==> config.mk <==
export PLATFORM = sky130hd
export DESIGN_NAME = pent_fetch_unit
export DESIGN_NICKNAME = d
export VERILOG_FILES = /design/src/rtl/pent_pipe_pkg.sv /design/src/rtl/pent_fetch_fifo.sv /design/src/rtl/pent_fetch_unit.sv
export SDC_FILE = /design/constraint.sdc
export NUM_CORES = 1
export LEC_CHECK = 0
export CORE_ASPECT_RATIO = 1.25
export CORE_UTILIZATION = 44
export DETAILED_ROUTE_END_ITERATION = 12
export GPL_TIMING_DRIVEN = 0
export PLACE_DENSITY = 0.73
export SYNTH_ARGS = -nofsm -noshare
export SYNTH_HDL_FRONTEND = slang
export SYNTH_SLANG_ARGS = --single-unit
==> constraint.sdc <==
create_clock -name clk -period 4.4 [get_ports clk]
set_input_delay 1.32 -clock clk [delete_from_list [all_inputs] [get_ports clk]]
set_output_delay 1.32 -clock clk [all_outputs]
set_load 0.01 [all_outputs]
==> src/rtl/pent_pipe_pkg.sv <==
// rtl/pent_pipe_pkg.sv - shared pipeline widths, fetch entry type and PC helpers
package pent_pipe_pkg;

  localparam int PC_W        = 48;
  localparam int INSTR_W     = 32;
  localparam int INSTR_BYTES = 4;

  typedef struct packed {
    logic [PC_W-1:0]    pc;
    logic [INSTR_W-1:0] instr;
  } fetch_entry_t;

  function automatic logic [PC_W-1:0] pc_next(input logic [PC_W-1:0] pc);
    return pc + PC_W'(INSTR_BYTES);
  endfunction

  function automatic logic [PC_W-1:0] pc_align(input logic [PC_W-1:0] pc);
    return pc & ~PC_W'(INSTR_BYTES - 1);
  endfunction

endpackage

==> src/rtl/pent_fetch_fifo.sv <==
// rtl/pent_fetch_fifo.sv - prefetch FIFO of {pc, instr} entries with push/pop/clear
module pent_fetch_fifo
  import pent_pipe_pkg::*;
#(
  parameter  int DEPTH = 4,
  localparam int AW    = $clog2(DEPTH),
  localparam int CW    = $clog2(DEPTH + 1)
) (
  input  logic          clk,
  input  logic          reset,
  input  logic          i_clear,
  input  logic          i_push,
  input  fetch_entry_t  i_push_data,
  input  logic          i_pop,
  output fetch_entry_t  o_head,
  output logic [CW-1:0] o_count,
  output logic          o_empty,
  output logic          o_full
);

  fetch_entry_t  r_mem [DEPTH];
  logic [AW-1:0] r_wr_ptr;
  logic [AW-1:0] r_rd_ptr;
  logic [CW-1:0] r_count;
  logic          w_push;
  logic          w_pop;

  assign o_count = r_count;
  assign o_empty = (r_count == '0);
  assign o_full  = (r_count == CW'(DEPTH));
  assign w_push  = i_push && !i_clear;
  assign w_pop   = i_pop && !o_empty && !i_clear;
  assign o_head  = o_empty ? '0 : r_mem[r_rd_ptr];

  always_ff @(posedge clk) begin
    if (w_push) begin
      r_mem[r_wr_ptr] <= i_push_data;
    end
  end

  always_ff @(posedge clk or posedge reset) begin
    if (reset) begin
      r_wr_ptr <= '0;
      r_rd_ptr <= '0;
      r_count  <= '0;
    end else if (i_clear) begin
      r_wr_ptr <= '0;
      r_rd_ptr <= '0;
      r_count  <= '0;
    end else begin
      if (w_push) begin
        r_wr_ptr <= r_wr_ptr + AW'(1);
      end
      if (w_pop) begin
        r_rd_ptr <= r_rd_ptr + AW'(1);
      end
      case ({w_push, w_pop})
        2'b10:   r_count <= r_count + CW'(1);
        2'b01:   r_count <= r_count - CW'(1);
        default: r_count <= r_count;
      endcase
    end
  end

endmodule

==> src/rtl/pent_fetch_unit.sv <==
// rtl/pent_fetch_unit.sv - in-order instruction fetch with credit-limited prefetch and redirect flush
module pent_fetch_unit
  import pent_pipe_pkg::*;
#(
  parameter int              FIFO_DEPTH = 4,
  parameter int              MAX_OUTST  = 2,
  parameter logic [PC_W-1:0] RESET_PC   = '0
) (
  input  logic               clk,
  input  logic               reset,
  input  logic               redirect_valid,
  input  logic [PC_W-1:0]    redirect_pc,
  input  logic               stall,
  output logic               imem_req_valid,
  input  logic               imem_req_ready,
  output logic [PC_W-1:0]    imem_req_addr,
  input  logic               imem_resp_valid,
  input  logic [INSTR_W-1:0] imem_resp_data,
  output logic               if_valid,
  output logic [PC_W-1:0]    if_pc,
  output logic [INSTR_W-1:0] if_instruction
);

  localparam int CW  = $clog2(FIFO_DEPTH + 1);
  localparam int CRW = CW + 1;

  logic [PC_W-1:0] r_fetch_pc;
  logic [PC_W-1:0] r_resp_pc;
  logic [CW-1:0]   r_inflight;
  logic [CW-1:0]   r_drop_cnt;

  logic [CW-1:0]   w_fifo_count;
  logic [CW-1:0]   w_live;
  logic [CW-1:0]   w_inflight_after;
  logic [CRW-1:0]  w_credit;
  logic            w_fifo_empty;
  logic            w_fifo_full;
  logic            w_req_fire;
  logic            w_push;
  logic            w_pop;
  fetch_entry_t    w_push_entry;
  fetch_entry_t    w_head;

  // Buffered words plus live in-flight requests never exceed the FIFO, so a push always has room.
  assign w_live           = r_inflight - r_drop_cnt;
  assign w_credit         = {1'b0, w_fifo_count} + {1'b0, w_live};
  assign w_inflight_after = r_inflight - CW'(imem_resp_valid);

  assign imem_req_valid = !reset && !redirect_valid
                          && (r_inflight < CW'(MAX_OUTST))
                          && (w_credit < CRW'(FIFO_DEPTH));
  assign imem_req_addr  = r_fetch_pc;
  assign w_req_fire     = imem_req_valid && imem_req_ready;

  assign w_push = imem_resp_valid && (r_drop_cnt == '0) && !redirect_valid;
  assign w_pop  = !w_fifo_empty && !stall && !redirect_valid;

  assign w_push_entry.pc    = r_resp_pc;
  assign w_push_entry.instr = imem_resp_data;

  always_ff @(posedge clk or posedge reset) begin
    if (reset) begin
      r_fetch_pc <= RESET_PC;
      r_resp_pc  <= RESET_PC;
      r_inflight <= '0;
      r_drop_cnt <= '0;
    end else begin
      r_inflight <= w_inflight_after + CW'(w_req_fire);
      if (redirect_valid) begin
        r_fetch_pc <= pc_align(redirect_pc);
        r_resp_pc  <= pc_align(redirect_pc);
        r_drop_cnt <= w_inflight_after;
      end else begin
        if (w_req_fire) begin
          r_fetch_pc <= pc_next(r_fetch_pc);
        end
        if (w_push) begin
          r_resp_pc <= pc_next(r_resp_pc);
        end
        if (imem_resp_valid && (r_drop_cnt != '0)) begin
          r_drop_cnt <= r_drop_cnt - CW'(1);
        end
      end
    end
  end

  pent_fetch_fifo #(
    .DEPTH (FIFO_DEPTH)
  ) u_fifo (
    .clk         (clk),
    .reset       (reset),
    .i_clear     (redirect_valid),
    .i_push      (w_push),
    .i_push_data (w_push_entry),
    .i_pop       (w_pop),
    .o_head      (w_head),
    .o_count     (w_fifo_count),
    .o_empty     (w_fifo_empty),
    .o_full      (w_fifo_full)
  );

  assign if_valid       = !w_fifo_empty;
  assign if_pc          = w_head.pc;
  assign if_instruction = w_head.instr;

  a_no_overflow: assert property (@(posedge clk) disable iff (reset)
    !(w_push && w_fifo_full && !w_pop));

  a_req_hold: assert property (@(posedge clk) disable iff (reset)
    (imem_req_valid && !imem_req_ready && !redirect_valid)
      |=> ((imem_req_valid || redirect_valid) && $stable(imem_req_addr)));

endmodule

After elaboration in Yosys (flattened, before gate mapping)

Memories as Yosys holds them, arrays and structs flattened.
Index checks and enable logic that the tools add are counted.

Bitwise operators: 0
Reduce and logical (&&, ||, !) cells: 25
Mux-type cells: 15
Divide/modulo/power cells: 0
Magnitude comparators: 2
Eq/ne operators: 2
Shifts and indexed selects: 0
Add/sub/neg operators: 11
Multiply operators: 0

Operators by type and width:

| operator                                                             | count |
|---|---|
| 48-bit two-way mux                                                   | 4 |
| 48-bit by 3-bit adder with 48-bit output, second input constant      | 2 |
| 80-bit two-way mux                                                   | 1 |
| 1-bit logical AND                                                    | 12 |
| 2-bit nonzero test                                                   | 5 |
| 3-bit two-way mux                                                    | 3 |
| 2-bit two-way mux                                                    | 4 |
| 3-bit zero test                                                      | 2 |
| 3-bit one-hot mux with 2 select lines                                | 1 |
| 3-bit nonzero test                                                   | 2 |
| 3-bit by 1-bit subtractor with 3-bit output, second input constant   | 2 |
| 2-bit by 1-bit adder with 2-bit output, second input constant        | 2 |
| 3-bit by 3-bit adder with 4-bit output                               | 1 |
| 1-bit zero test                                                      | 4 |
| 4-bit by 3-bit < comparator with 1-bit output, second input constant | 1 |
| 3-bit by 1-bit adder with 3-bit output                               | 1 |
| 3-bit by 1-bit adder with 3-bit output, second input constant        | 1 |
| 3-bit by 2-bit < comparator with 1-bit output, second input constant | 1 |
| 3-bit by 1-bit subtractor with 3-bit output                          | 1 |
| 3-bit subtractor                                                     | 1 |
| 2-bit by 1-bit == test with 1-bit output, second input constant      | 1 |
| 2-bit == test, second input constant                                 | 1 |
| 1-bit two-way mux                                                    | 2 |

Output and inout bits: 130
Word-level logic and storage cells: 63
Input bits: 86
ROM bits: 0
Memories kept: 1
Bits in latches: 0
Memory bits (writable): 320
Bits in registers: 109

Memories:

| memory       | words | width | read ports | clocked after memory_dff | wr ports | line                  | source |
|---|---|---|---|---|---|---|---|
| u_fifo.r_mem | 4     | 80    | 1          | 0                        | 1        | pent_fetch_fifo.sv:21 | `fetch_entry_t r_mem [DEPTH];` |

Logic depth before layout (Yosys ltp)

Depth after elaboration: 9
Gate-level depth with buffers: 15

Modules after synthesis

From an unflattened synthesis, not the netlist that was laid out.

Cell total of the unflattened synthesis: 1142
Area, all modules: 18307.6 µm²

By module, submodules not included:

| module          | sequential area each (µm²) | area an instance (µm²) | times used | cells each |
|---|---|---|---|---|
| pent_fetch_fifo | 9784.4                     | 12668.4                | 1          | 558 |
| pent_fetch_unit | 2452.4                     | 5639.2                 | 1          | 584 |

Worst setup path before layout

No wires, ideal clock.

Kind: in2reg
From: input port redirect_valid
To: memory u_fifo.r_mem[0][0] in the netlist's numbering, enable pin
Setup time: 0.445 ns
Path buffers: 3
Stages on the path: 5
Arrival: 4.045 ns
Path slack: -0.091 ns
Cells stage by stage: clkbuf_1 -> inv_1 -> clkbuf_1 -> clkbuf_1 -> and3_1

Cells in the longest elaborated chain, start to end: 5

Ends and longest elaborated chain:

| item                                        | line                                         | source |
|---|---|---|
| start: declaration                          | pent_fetch_unit.sv:11                        | `input logic redirect_valid,` |
| 1-bit zero test (*)                         | pent_fetch_fifo.sv:31, pent_fetch_unit.sv:55 |  |
| 1-bit logical AND                           | pent_fetch_unit.sv:55                        | `assign w_push = imem_resp_valid && (r_drop_cnt == '0) && !redirect_valid;` |
| 1-bit logical AND (*)                       | pent_fetch_fifo.sv:31                        | `assign w_push = i_push && !i_clear;` |
| 1-bit two-way mux (*)                       | pent_fetch_fifo.sv:36                        | `if (w_push) begin` |
| 1-bit two-way mux (not written as such) (*) | pent_fetch_fifo.sv:37                        | `r_mem[r_wr_ptr] <= i_push_data;` |
| end: declaration                            | pent_fetch_fifo.sv:21                        |  |

Every way passes the cells marked *; elsewhere a longest branch is shown, timed or not.

Worst setup path in the final report

From: register r_inflight[0]
To: output port imem_req_valid

Cells in the longest elaborated chain, start to end: 4
Elaborated cells between the ends (all ways): 6
Classes of those cells: 2 x add/sub; 2 x order compare; 2 x reduce/logical

Ends and longest elaborated chain:

| item                                          | line                  | source |
|---|---|---|
| start: declaration                            | pent_fetch_unit.sv:29 | `logic [CW-1:0] r_inflight;` |
| start signal: assignment                      | pent_fetch_unit.sv:68 | `r_inflight <= w_inflight_after + CW'(w_req_fire);` |
| 3-bit subtractor                              | pent_fetch_unit.sv:45 | `assign w_live = r_inflight - r_drop_cnt;` |
| 3-bit by 3-bit adder with 4-bit output        | pent_fetch_unit.sv:46 | `assign w_credit = {1'b0, w_fifo_count} + {1'b0, w_live};` |
| 4-bit by 3-bit < comparator with 1-bit output | pent_fetch_unit.sv:51 | `&& (w_credit < CRW'(FIFO_DEPTH));` |
| 1-bit logical AND (*)                         | pent_fetch_unit.sv:51 |  |
| end: declaration                              | pent_fetch_unit.sv:14 | `output logic imem_req_valid,` |

Marks and branches as above.

==> impl_metrics.ini <==
[clock_tree]
clk_path_buf_depth = 3
tritoncts = yes
ctsHoldBuffers = 0
cts.sinks = 417
path_clk_slew_ns = 0.06
cts.htree.levels = 2
cts_root_buf = clkbuf_16
cts_buffers = 41
clock_latency_ns = 0.55

[global_route]
grt_first_pass_wirelength_mm = 69.9
overflow = 0
track_usage = 0.219
antenna_found_initial = 0
grt_pass1_vias = 12000
grt_max_degree = 61

[logic_synthesis]
synth-edff-count = 312
yosys_register_bits = 417
yosysWarnings = 0
avgSynthCellArea_um2 = 14.7
syn_area_um2 = 18300
async_flop_share = 0.252
yosysUniqueCellTypes = 60
synth_cells = 1250
synth_top_area_frac = 0.511
yosysTopAreaCell = edfxtp_1
ys_top_cells_by_area = edfxtp_1 (51%), dfrtp_1 (14%), mux4_2 (9.6%)
synth-seq-area-share = 0.654
synth_flop_cell = edfxtp_1

[timing]
max_slew_margin = 0.174
hold_violations = 0
rsz0062_at_grt = true
tightest_slew_ns = 1.23
fin_crit_ns = 4.53
fin_skew_ns = 0.0323
min_period_over_period = 1.03
maxClockFrequency_mhz = 221
setup_viol = 1
slew_viol_final = 0
hold_ws_ns = 0.550
setup_ws_ns = -0.128

[routing]
ant_nets = 0
drc = 0
drtIter0Drc = 767
routed_wl_mm = 45.6
routedWlPerCell_um = 21.8
drt-vias-per-instance = 5.63
num_vias = 11800
drtPass1Iterations = 4

[worst_hold_path]
min_to = u_fifo.r_mem[1][44]
hold_path_class = flip-flop to flip-flop
whs_path_depth = 0
hp-start = r_resp_pc[12]

[pwr]
powerDensity_nw_per_um2 = 471
vdd_ir_drop_max_uv = 281
leakagePower_nw = 7.69

[floorplanning]
dieArea_um2 = 42500
core_area_um2 = 41100
io_pins = 216
die_height_um = 230
num_rows = 83
start_util = 0.446
die_w_um = 185

[setup_path]
criticalPathCategory = flip-flop to output pin
worstSetupEndpointType = output pin
crit_path_max_fanout = 2
ff2ff_setup_slack_ns = 0.23
reg2reg_depth = 15
cpPeakStageDelay_ns = 0.54
startpoint_type = flip-flop
path_common_cell = ha_1
critical_path_arrival_ns = 3.21
worstPathRequired_ns = 3.08
r2r-end = imem_req_addr[32]
r2r_start = r_inflight[0]
cpMaxStageDelayCell = or4_4
crit_path_cell_trace = inv_2, ha_1, inv_1, fa_2, xor2_2, xnor2_1, ha_1, or4_4, nor4_4, clkbuf_8, buf_6

[place]
dp_cells = 2018
dpl_cell_area_um2 = 21300
io_buffer_count = 208
place_ws_ns = -0.934
place_congestion = 0.906
hpwl_mm = 31.2

[finish]
final_util = 0.553
syn_to_final_growth_pct = 23.9
nets = 1614
design_area_um2 = 22700
fillers = 3388
stdcell_count = 2094
drive_gt1_frac = 0.134
num_antenna_cells = 0

[run_status]
violations = setup timing
status = complete, but fails checks

[run]
drv_cap = 0
-- cell usage after synthesis (all sizes together), types with 19 or more instances --
library cell    n
and2           91
and3           20
clkbuf         53
dfrtp         105
edfxtp        312
inv            33
mux4           78
nand2          73
nand3          56
nand4          55
nor2           41
nor3           19
nor4           23
o21ai          42
xnor2          33
xor2           21
-- layout by cell type (no fill, tap or decap), drive strengths merged, types with 9 or more instances in the layout --
master / count
and4: 9
or4: 10
ha: 15
o21ai: 42
xnor2: 33
clkbuf: 100
a21oi: 16
o211ai: 13
buf: 24
mux4: 78
or3: 16
clkdlybuf4s50: 207
nor2: 41
nand4: 55
dfrtp: 105
and3: 20
and2: 91
nor3: 19
xor2: 21
mux2: 17
nand2: 73
clkinv: 15
inv: 35
nor4: 23
a31oi: 14
edfxtp: 312
nand3: 56
-- layout make-up --
| type | count | area [um^2] | area share |
|---|---|---|---|
| Tap cell | 552 | 691 | 0.0304 |
| Clock inverter | 22 | 169 | 0.00743 |
| Timing Repair Buffer | 219 | 2270 | 0.0997 |
| Clock buffer | 52 | 1130 | 0.0499 |
| Sequential cell | 417 | 12000 | 0.528 |
| Inverter | 33 | 126 | 0.00556 |
| Buffer | 66 | 337 | 0.0148 |
| Multi-Input combinational cell | 733 | 6000 | 0.264 |
-- cell families (layout without fill, tap and decap cells) --
logic type,after synthesis,count (layout),synth area share
buf+inv,103,392,0.0227
mux,102,102,0.110
compound gates,120,120,0.0417
other cells,1,4,0.000204
simple gates,436,436,0.133
xor+xnor,54,54,0.0258
fa+ha+maj,17,17,0.0124
flops,417,417,0.654
-- through the flow --
stage	setup TNS [ns]	power, mW
after global placement	-401.49	7.27
after detailed placement	-1.53	7.32
final	-0.128	10.7
after CTS	-0.206	10.8
after global routing	-0.225	11.2
after floorplan	0	6.12
-- state kept, by name, indices dropped and copies added, names as in the netlist --
register / flops
u_fifo.r_mem: 312
imem_req_addr: 46
r_resp_pc: 46
r_drop_cnt: 3
r_inflight: 3
u_fifo.o_count: 3
u_fifo.r_rd_ptr: 2
u_fifo.r_wr_ptr: 2
-- where the power goes --
part / total, mW / switching (mW) / internal [mW]
clock network: 3.41 / 1.47 / 1.95
logic: 2.55 / 1.19 / 1.36
registers: 4.75 / 0.278 / 4.47
-- worst max-delay path, delay by kind of cell (launching register included) --
family	cells	cell delay, ns
DFF	1	0.37
and+or+nand+nor	2	0.84
adders and majority gates	3	0.75
buffers and inverters	4	0.42
xor gates and xnor gates	2	0.29
-- worst max-delay path by stage --
stage,end,slack (ns),depth (start not counted),startpoint
floorplan,imem_req_valid,0.26,10,r_inflight[0]
global placement,r_resp_pc[46],-1.63,2,reset
detailed placement,imem_req_valid,-0.93,5,reset
CTS,imem_req_valid,-0.21,11,r_inflight[0]
global route,imem_req_valid,-0.23,11,r_inflight[0]
finish,imem_req_valid,-0.13,11,r_inflight[0]
-- repair_timing --
action,4_1_cts,5_1_grt
buffers inserted,3,3
gates resized for setup,32,8
setup endpoints to repair,79,26
pin swaps,2,2
hold endpoints to repair,0,0
-- routing by layer --
layer / up-vias / GRT usage / part of all wire
li1: 5339 / - / -
met1: 5883 / 0.282 / 0.41
met2: 458 / 0.364 / 0.49
met3: 118 / 0.0360 / 0.063
met4: 0 / 0.0950 / 0.042
met5: - / 0 / 0
(Power assumes the default switching activity.)
